<file path="config.mk">
export PLATFORM = sky130hd
export DESIGN_NAME = shift_serializer
export DESIGN_NICKNAME = d
export VERILOG_FILES = /design/src/rtl/shift_pkg.sv /design/src/rtl/ser_bit_counter.sv /design/src/rtl/shift_serializer.sv
export SDC_FILE = /design/constraint.sdc
export NUM_CORES = 1
export LEC_CHECK = 0
export BUFFER_PORTS_ARGS = -buffer_cell sky130_fd_sc_hd__buf_2
export CORE_AREA = 2 2 39 41
export CTS_CLUSTER_DIAMETER = 150
export CTS_CLUSTER_SIZE = 40
export DETAILED_ROUTE_END_ITERATION = 8
export DIE_AREA = 0 0 41 43
export GPL_ROUTABILITY_DRIVEN = 0
export GPL_TIMING_DRIVEN = 1
export PLACE_DENSITY = 0.54
export REMOVE_ABC_BUFFERS = 1
export SYNTH_ARGS = -nofsm -noshare
export SYNTH_HDL_FRONTEND = slang
export SYNTH_HIERARCHICAL = 1
export SYNTH_SLANG_ARGS = --single-unit
export TNS_END_PERCENT = 20
</file>
<file path="constraint.sdc">
create_clock -name clk -period 3.4 [get_ports clk]
set_input_delay 0.51 -clock clk [delete_from_list [all_inputs] [get_ports clk]]
set_output_delay 0.51 -clock clk [all_outputs]
set_load 0.01 [all_outputs]
</file>
<file path="src/rtl/shift_pkg.sv">
`default_nettype none
// +------------------------------------------------------------------+
// | Module   : shift_pkg                                             |
// | Purpose  : Shared types and constants for the shift-operator     |
// |            datapath and its serializer stage.                    |
// | Revision : 1.0  initial release                                  |
// +------------------------------------------------------------------+
package shift_pkg;

  // Serializer frame states; PARITY is only reachable with PARITY_EN.
  typedef enum logic [1:0] {
    IDLE   = 2'd0,
    SHIFT  = 2'd1,
    PARITY = 2'd2
  } state_t;

  // Select encodings of the upstream shift-operator block.
  typedef enum logic [1:0] {
    SEL_SLL = 2'd0,
    SEL_SRL = 2'd1,
    SEL_SRA = 2'd2,
    SEL_ROL = 2'd3
  } shift_sel_t;

  // Default parallel width, matching the shift-operator output.
  localparam int DEFAULT_WIDTH = 4;

  // Bit counter width: must be able to hold the value WIDTH.
  function automatic int cnt_width(input int w);
    return $clog2(w + 1);
  endfunction

endpackage
`default_nettype wire

</file>
<file path="src/rtl/ser_bit_counter.sv">
`default_nettype none
// +------------------------------------------------------------------+
// | Module   : ser_bit_counter                                       |
// | Purpose  : Clear/enable data-bit counter with a terminal-count   |
// |            flag raised on the final data bit (WIDTH-1).          |
// | Revision : 1.0  initial release                                  |
// +------------------------------------------------------------------+
module ser_bit_counter
  import shift_pkg::*;
#(
  parameter int WIDTH = DEFAULT_WIDTH
) (
  input  logic clk,
  input  logic rst,
  input  logic clr,
  input  logic en,
  output logic tc
);

  localparam int CW = cnt_width(WIDTH);

  logic [CW-1:0] count;

  // Count accepted data bits; clear takes priority over enable.
  always_ff @(posedge clk) begin
    if (rst || clr) begin
      count <= '0;
    end else if (en) begin
      count <= count + CW'(1);
    end
  end

  assign tc = (count == CW'(WIDTH - 1));

endmodule
`default_nettype wire

</file>
<file path="src/rtl/shift_serializer.sv">
`default_nettype none
// +------------------------------------------------------------------+
// | Module   : shift_serializer                                      |
// | Purpose  : Captures a WIDTH-bit word over valid/ready and emits  |
// |            it one bit per transfer, flagging the final bit.      |
// |            Optional macro PARITY_EN appends an even-parity bit.  |
// | Revision : 1.0  initial release                                  |
// +------------------------------------------------------------------+
module shift_serializer
  import shift_pkg::*;
#(
  parameter int WIDTH     = DEFAULT_WIDTH,
  parameter bit LSB_FIRST = 1'b1
) (
  input  logic             clk,
  input  logic             rst,
  input  logic [WIDTH-1:0] in_data,
  input  logic             in_valid,
  output logic             in_ready,
  output logic             ser_out,
  output logic             ser_valid,
  input  logic             ser_ready,
  output logic             ser_last,
  output logic             busy
);

  state_t           state;
  state_t           state_next;
  logic [WIDTH-1:0] sreg;
  logic [WIDTH-1:0] sreg_shifted;
  logic             data_bit;
  logic             accept;
  logic             xfer;
  logic             data_xfer;
  logic             tc;

  // Ready is gated by reset so a word offered during reset is never taken.
  assign in_ready  = (state == IDLE) && !rst;
  assign accept    = in_valid && in_ready;
  assign ser_valid = (state == SHIFT) || (state == PARITY);
  assign busy      = (state != IDLE);
  assign xfer      = ser_valid && ser_ready;
  assign data_xfer = xfer && (state == SHIFT);

  generate
    if (LSB_FIRST) begin : g_lsb_first
      assign data_bit     = sreg[0];
      assign sreg_shifted = {1'b0, sreg[WIDTH-1:1]};
    end else begin : g_msb_first
      assign data_bit     = sreg[WIDTH-1];
      assign sreg_shifted = {sreg[WIDTH-2:0], 1'b0};
    end
  endgenerate

  ser_bit_counter #(
    .WIDTH (WIDTH)
  ) u_bit_counter (
    .clk (clk),
    .rst (rst),
    .clr (accept),
    .en  (data_xfer),
    .tc  (tc)
  );

  // Frame state register.
  always_ff @(posedge clk) begin
    if (rst) begin
      state <= IDLE;
    end else begin
      state <= state_next;
    end
  end

  // Next-state: leave SHIFT only on the transfer of the final data bit.
  always_comb begin
    state_next = state;
    case (state)
      IDLE: begin
        if (accept) begin
          state_next = SHIFT;
        end
      end
      SHIFT: begin
        if (data_xfer && tc) begin
`ifdef PARITY_EN
          state_next = PARITY;
`else
          state_next = IDLE;
`endif
        end
      end
      PARITY: begin
`ifdef PARITY_EN
        if (xfer) begin
          state_next = IDLE;
        end
`else
        state_next = IDLE;
`endif
      end
      default: begin
        state_next = IDLE;
      end
    endcase
  end

  // Word capture on accept, one-position advance per data transfer.
  always_ff @(posedge clk) begin
    if (rst) begin
      sreg <= '0;
    end else if (accept) begin
      sreg <= in_data;
    end else if (data_xfer) begin
      sreg <= sreg_shifted;
    end
  end

`ifdef PARITY_EN
  logic par_bit;

  // Even parity of the word, frozen at accept so upstream may change.
  always_ff @(posedge clk) begin
    if (rst) begin
      par_bit <= 1'b0;
    end else if (accept) begin
      par_bit <= ^in_data;
    end
  end

  assign ser_out  = ((state == SHIFT) && data_bit) ||
                    ((state == PARITY) && par_bit);
  assign ser_last = (state == PARITY);
`else
  assign ser_out  = (state == SHIFT) && data_bit;
  assign ser_last = (state == SHIFT) && tc;
`endif

endmodule
`default_nettype wire

</file>
Yosys cells after proc, flatten, opt, wreduce, memory -nomap -nowiden
Index checks and enable logic that the tools add are counted.
{"block": "word_totals", "reg_bits": 9, "output_inout_bits": 5, "word_cells": 28}
{"block": "classes", "n_addsub": 1, "eq_ne": 5, "muxes": 5, "n_reduce_logical": 14}
{"cell": "4-bit two-way mux", "count": 2}
{"cell": "1-bit logical AND", "count": 7}
{"cell": "2-bit two-way mux", "count": 2}
{"cell": "2-bit one-hot mux with 2 select lines", "count": 1}
{"cell": "2-bit nonzero test", "count": 2}
{"cell": "3-bit by 1-bit adder with 3-bit output, second input constant", "count": 1}
{"cell": "3-bit by 2-bit equality test with 1-bit output, second input constant", "count": 1}
{"cell": "2-bit by 1-bit equality test with 1-bit output, second input constant", "count": 1}
{"cell": "2-bit equality test, second input constant", "count": 1}
{"cell": "2-bit zero test", "count": 1}
{"cell": "1-bit logical OR", "count": 2}
{"cell": "2-bit by 1-bit != test with 1-bit output, second input constant", "count": 1}
{"cell": "2-bit != test, second input constant", "count": 1}
{"cell": "2-bit AND reduction", "count": 1}
{"cell": "1-bit zero test", "count": 1}

Logic depth before layout (Yosys ltp)
{"block": "logic_depth", "ltp_word": 7, "depth_mapped": 6}

By module
Netlist, hierarchy kept.
{"module": "shift_serializer", "n_inst": 1, "cells_each": 32, "area_each_um2": 260.2}
{"module": "ser_bit_counter", "n_inst": 1, "cells_each": 12, "area_each_um2": 146.4}

Worst setup path after synthesis
OpenSTA, ideal clock, no wires.
{"block": "synth_timing", "kind": "input-to-reg", "from": "in rst", "to": "reg sreg[0]", "setup_ns": 0.086, "t_arrival_ns": 1.289, "required_time_ns": 3.314, "slack_ns": 2.025, "cell_stages": 5, "path_buffers": 1, "path_cell_list": "or3b_1 > buf_6 > clkinv_4 > a21oi_1 > a211oi_1"}
{"block": "synth_between", "elab_chain_cells": 4}
{"element": "from (decl)", "line": "shift_serializer.sv:16", "rtl": "input logic rst,"}
{"element": "1-bit zero test (*)", "line": "shift_serializer.sv:38", "rtl": "assign in_ready = (state == IDLE) && !rst;"}
{"element": "1-bit logical AND (*)", "line": "shift_serializer.sv:38"}
{"element": "1-bit logical AND (*)", "line": "shift_serializer.sv:39", "rtl": "assign accept = in_valid && in_ready;"}
{"element": "via accept", "line": "shift_serializer.sv:32", "rtl": "logic accept;"}
{"element": "4-bit two-way mux / 2-bit nonzero test (equally long branches)"}
{"element": "to (signal assigned)", "line": "shift_serializer.sv:112", "rtl": "sreg <= in_data;"}
{"element": "to (signal assigned)", "line": "shift_serializer.sv:114", "rtl": "sreg <= sreg_shifted;"}
{"element": "to (decl)", "line": "shift_serializer.sv:29", "rtl": "logic [WIDTH-1:0] sreg;"}
Mark *: on every way through the listed nets, which the timed path passes. The rest lies on a longest branch.
A chain may end at the register's enable or synchronous reset.

Worst setup path in the final report
{"block": "layout_timing", "from": "reg u_bit_counter.count[0]", "to": "out ser_last"}
{"block": "layout_between", "elab_chain_cells": 2}
{"element": "from (decl)", "line": "ser_bit_counter.sv:22", "rtl": "logic [CW-1:0] count;"}
{"element": "from (signal assigned)", "line": "ser_bit_counter.sv:29", "rtl": "count <= count + CW'(1);"}
{"element": "3-bit by 2-bit equality test with 1-bit output", "line": "ser_bit_counter.sv:33", "rtl": "assign tc = (count == CW'(WIDTH - 1));"}
{"element": "via tc", "line": "shift_serializer.sv:35", "rtl": "logic tc;"}
{"element": "1-bit logical AND", "line": "shift_serializer.sv:135", "rtl": "assign ser_last = (state == SHIFT) && tc;"}
{"element": "to (decl)", "line": "shift_serializer.sv:23", "rtl": "output logic ser_last,"}
The timed path passes the listed nets, and every way through them passes these cells.

==> results_dict.tcl <==
set metrics [dict create \
    status "complete, no violations" \
    numClockSinks 8 \
    utilization 0.3463 \
    core_area_um2 1384 \
    synth_area_um2 406.6 \
    dpl_cell_area_um2 456.7 \
    final-hold-violation-count 0 \
    post-dp-hpwl_um 556.9 \
    crit_path_start_kind "flip-flop" \
    drt-total-wl_um 719 \
    yosys-top-cells-area "dfxtp_1 39%, ha_1 6.2%, a211oi_1 5.5%, buf_6 5.5%, nor2_1 5.5%" \
    wl_met2_um 308 \
    clockBufferDepth 2 \
    synth-seq-area-share 0.3938 \
    rsz0062_at_grt "no" \
    internal_power_uw 151.4 \
    worstPathRequired_ns 2.89 \
    drt-initial-drc-count 4 \
    gr-total-overflow 0 \
    power.density_nw_per_um2 423.0 \
    io_buffer_count 12 \
    p_seq_frac 0.511 \
    rows 14 \
    cts_tree "built" \
    cp_max_fo 2 \
    ys_seq_elements 8 \
    dr.pass1.iters 4 \
    leakage_uw 0.0002096 \
    pwr-share-comb 0.131 \
    worstSetupPathType "reg2out" \
    slew_headroom 0.8101 \
    ant_nets 0 \
    cts_made_buffers 3 \
    finalNonFillerCells 72 \
    clk_latency_ns 0.25 \
    synth_cell_types 18 \
    synth_edf_count 0 \
    ctsHtreeMaxLevel 1 \
    dp.cells 69 \
    routedWlPerCell_um 9.986 \
    grt_pass1_wl_um 1069 \
    regArea_um2 160.2 \
    nets 68 \
    ctsResizeCount 0 \
    setup_viol 0 \
    wl_met1_um 330 \
    die_y_um 43 \
    post-cts-setup-buffers 0 \
    multi_input_area_um2 200.2 \
    grt_max_degree 12 \
    antenna_found_initial 0 \
    drive_above_1_share 0.3393 \
    switching_power_uw 51.30 \
    syn_inst 44 \
    report.final.slew_viol_count 0 \
    syn_to_final_growth_pct 17.85 \
    grt_pass1_vias 266 \
    postCtsHoldBufs 0 \
    routed_via_density 4.764 \
    num_io_pins 13 \
    cp-end-kind "output pin" \
    worst_slew_pin_slew_ns 0.2845 \
    fin_crit_ns 1.766 \
    power_frac_clock 0.358 \
    synth-main-ff-cell "dfxtp_1" \
    synthArstFlopShare 0 \
    drv_cap 0 \
    yosysWarnings 6 \
    peakVddDrop_v 0.0002291 \
    timing.fmax_ghz 0.5663 \
    nFillCells 152 \
    wl_met3_um 65 \
    fin_hold_ws_ns 0.4726 \
    cp_data_arrival_time_ns 1.26 \
    root_buffer "clkbuf_4" \
    start_util 0.2939 \
    track_usage 0.09457 \
    synth_top_area_frac 0.3938 \
    die_w_um 41 \
    dieArea_um2 1763 \
    finalCritPeriodShare 0.5194 \
    avgSynthCellArea_um2 9.242 \
    finClkSkew_ns 0.006203 \
    design_area_um2 479.2 \
    tns_ns 0 \
    synth.largest_area_cell "dfxtp_1" \
    highest_layer "met4" \
    hold_path.class "reg2reg" \
    swShare 0.2531 \
    via_count 343 \
    num_antenna_cells 0 \
    drc 0 \
    clk_pin_slew_ns 0.06 \
]
-- state kept, by name (all words and copies together) (netlist names) --
signal               count
sreg                     4
state                    1
u_bit_counter/count      3
-- synth_stat cells (2+ instances only) --
library cell	n
nor2_1	6
inv_1	2
nand3_1	4
dfxtp_1	8
a211oi_1	3
buf_6	2
nand2_1	3
and2_1	2
nor3_2	2
ha_1	2
a21oi_1	3
-- power groups by stage --
stage                     combinational (uW)  sequential, uW  clock [uW]
after global routing                    30.0             104        77.9
after CTS                               26.9             104        75.6
after global placement                  27.1             105           0
after floorplan                         15.3             105           0
after detailed placement                26.8             106           0
final                                   26.5             104        72.6
-- cell type report --
cell class,instances,share of cell area
multi-input cells,30,0.4178
repair buffers,12,0.1253
flip-flops and latches,8,0.3342
inverters,3,0.03394
well taps,16,0.04178
clock buffers,3,0.04700
-- worst max-delay path: stages (launching register included) --
cell     delay [ns]
dfxtp_1        0.33
ha_1           0.21
ha_1           0.19
and2_1         0.15
buf_2          0.13
-- per-layer routing --
layer / vias up / GRT usage
met2: 14 / 0.1281
met3: 2 / 0.07853
met1: 149 / 0.1036
met4: 0 / 0.04000
met5: - / 0
li1: 178 / -
-- placed cells by master (no fill, tap or decap) --
cell type	instances
a2111oi_2	1
nor3_2	2
nand2_1	3
and2_1	2
dfxtp_1	8
or3b_1	1
a21oi_1	3
clkinv_4	1
ha_1	2
a311oi_1	1
buf_2	12
a211oi_1	3
clkbuf_4	3
nand3_1	4
inv_1	2
xnor2_1	1
nor2_1	6
mux2i_1	1
-- logic make-up after synthesis --
group,count (synthesis),share of synthesized area
AOI/OAI and AO/OA,8,0.1507
xor gates and xnor gates,1,0.02154
adders and majority gates,2,0.06153
buffers and inverters,6,0.1139
DFF,8,0.3938
muxes,1,0.02462
and+or+nand+nor,18,0.2338
-- metrics by stage --
step                setup WS, ns  power, uW
floorplan                  2.012      120.6
detailed placement         1.723      132.4
global placement           1.751      132.5
CTS                        1.618      206.1
global route               1.571      212.2
finish                     1.634      202.7
-- path summary, 6_finish.rpt --
check                                      start                    to  slack [ns]  depth (start not counted)
max reg2reg                state[0]$_SDFFE_PP0P_  sreg[2]$_SDFFE_PP0P_        1.99                          4
min reg2reg                 sreg[3]$_SDFFE_PP0P_  sreg[3]$_SDFFE_PP0P_        0.47                          2
max          u_bit_counter/count[0]$_SDFFE_PP0P_              ser_last        1.63                          4
min                         sreg[3]$_SDFFE_PP0P_  sreg[3]$_SDFFE_PP0P_        0.47                          2
(Power assumes the default switching activity.)
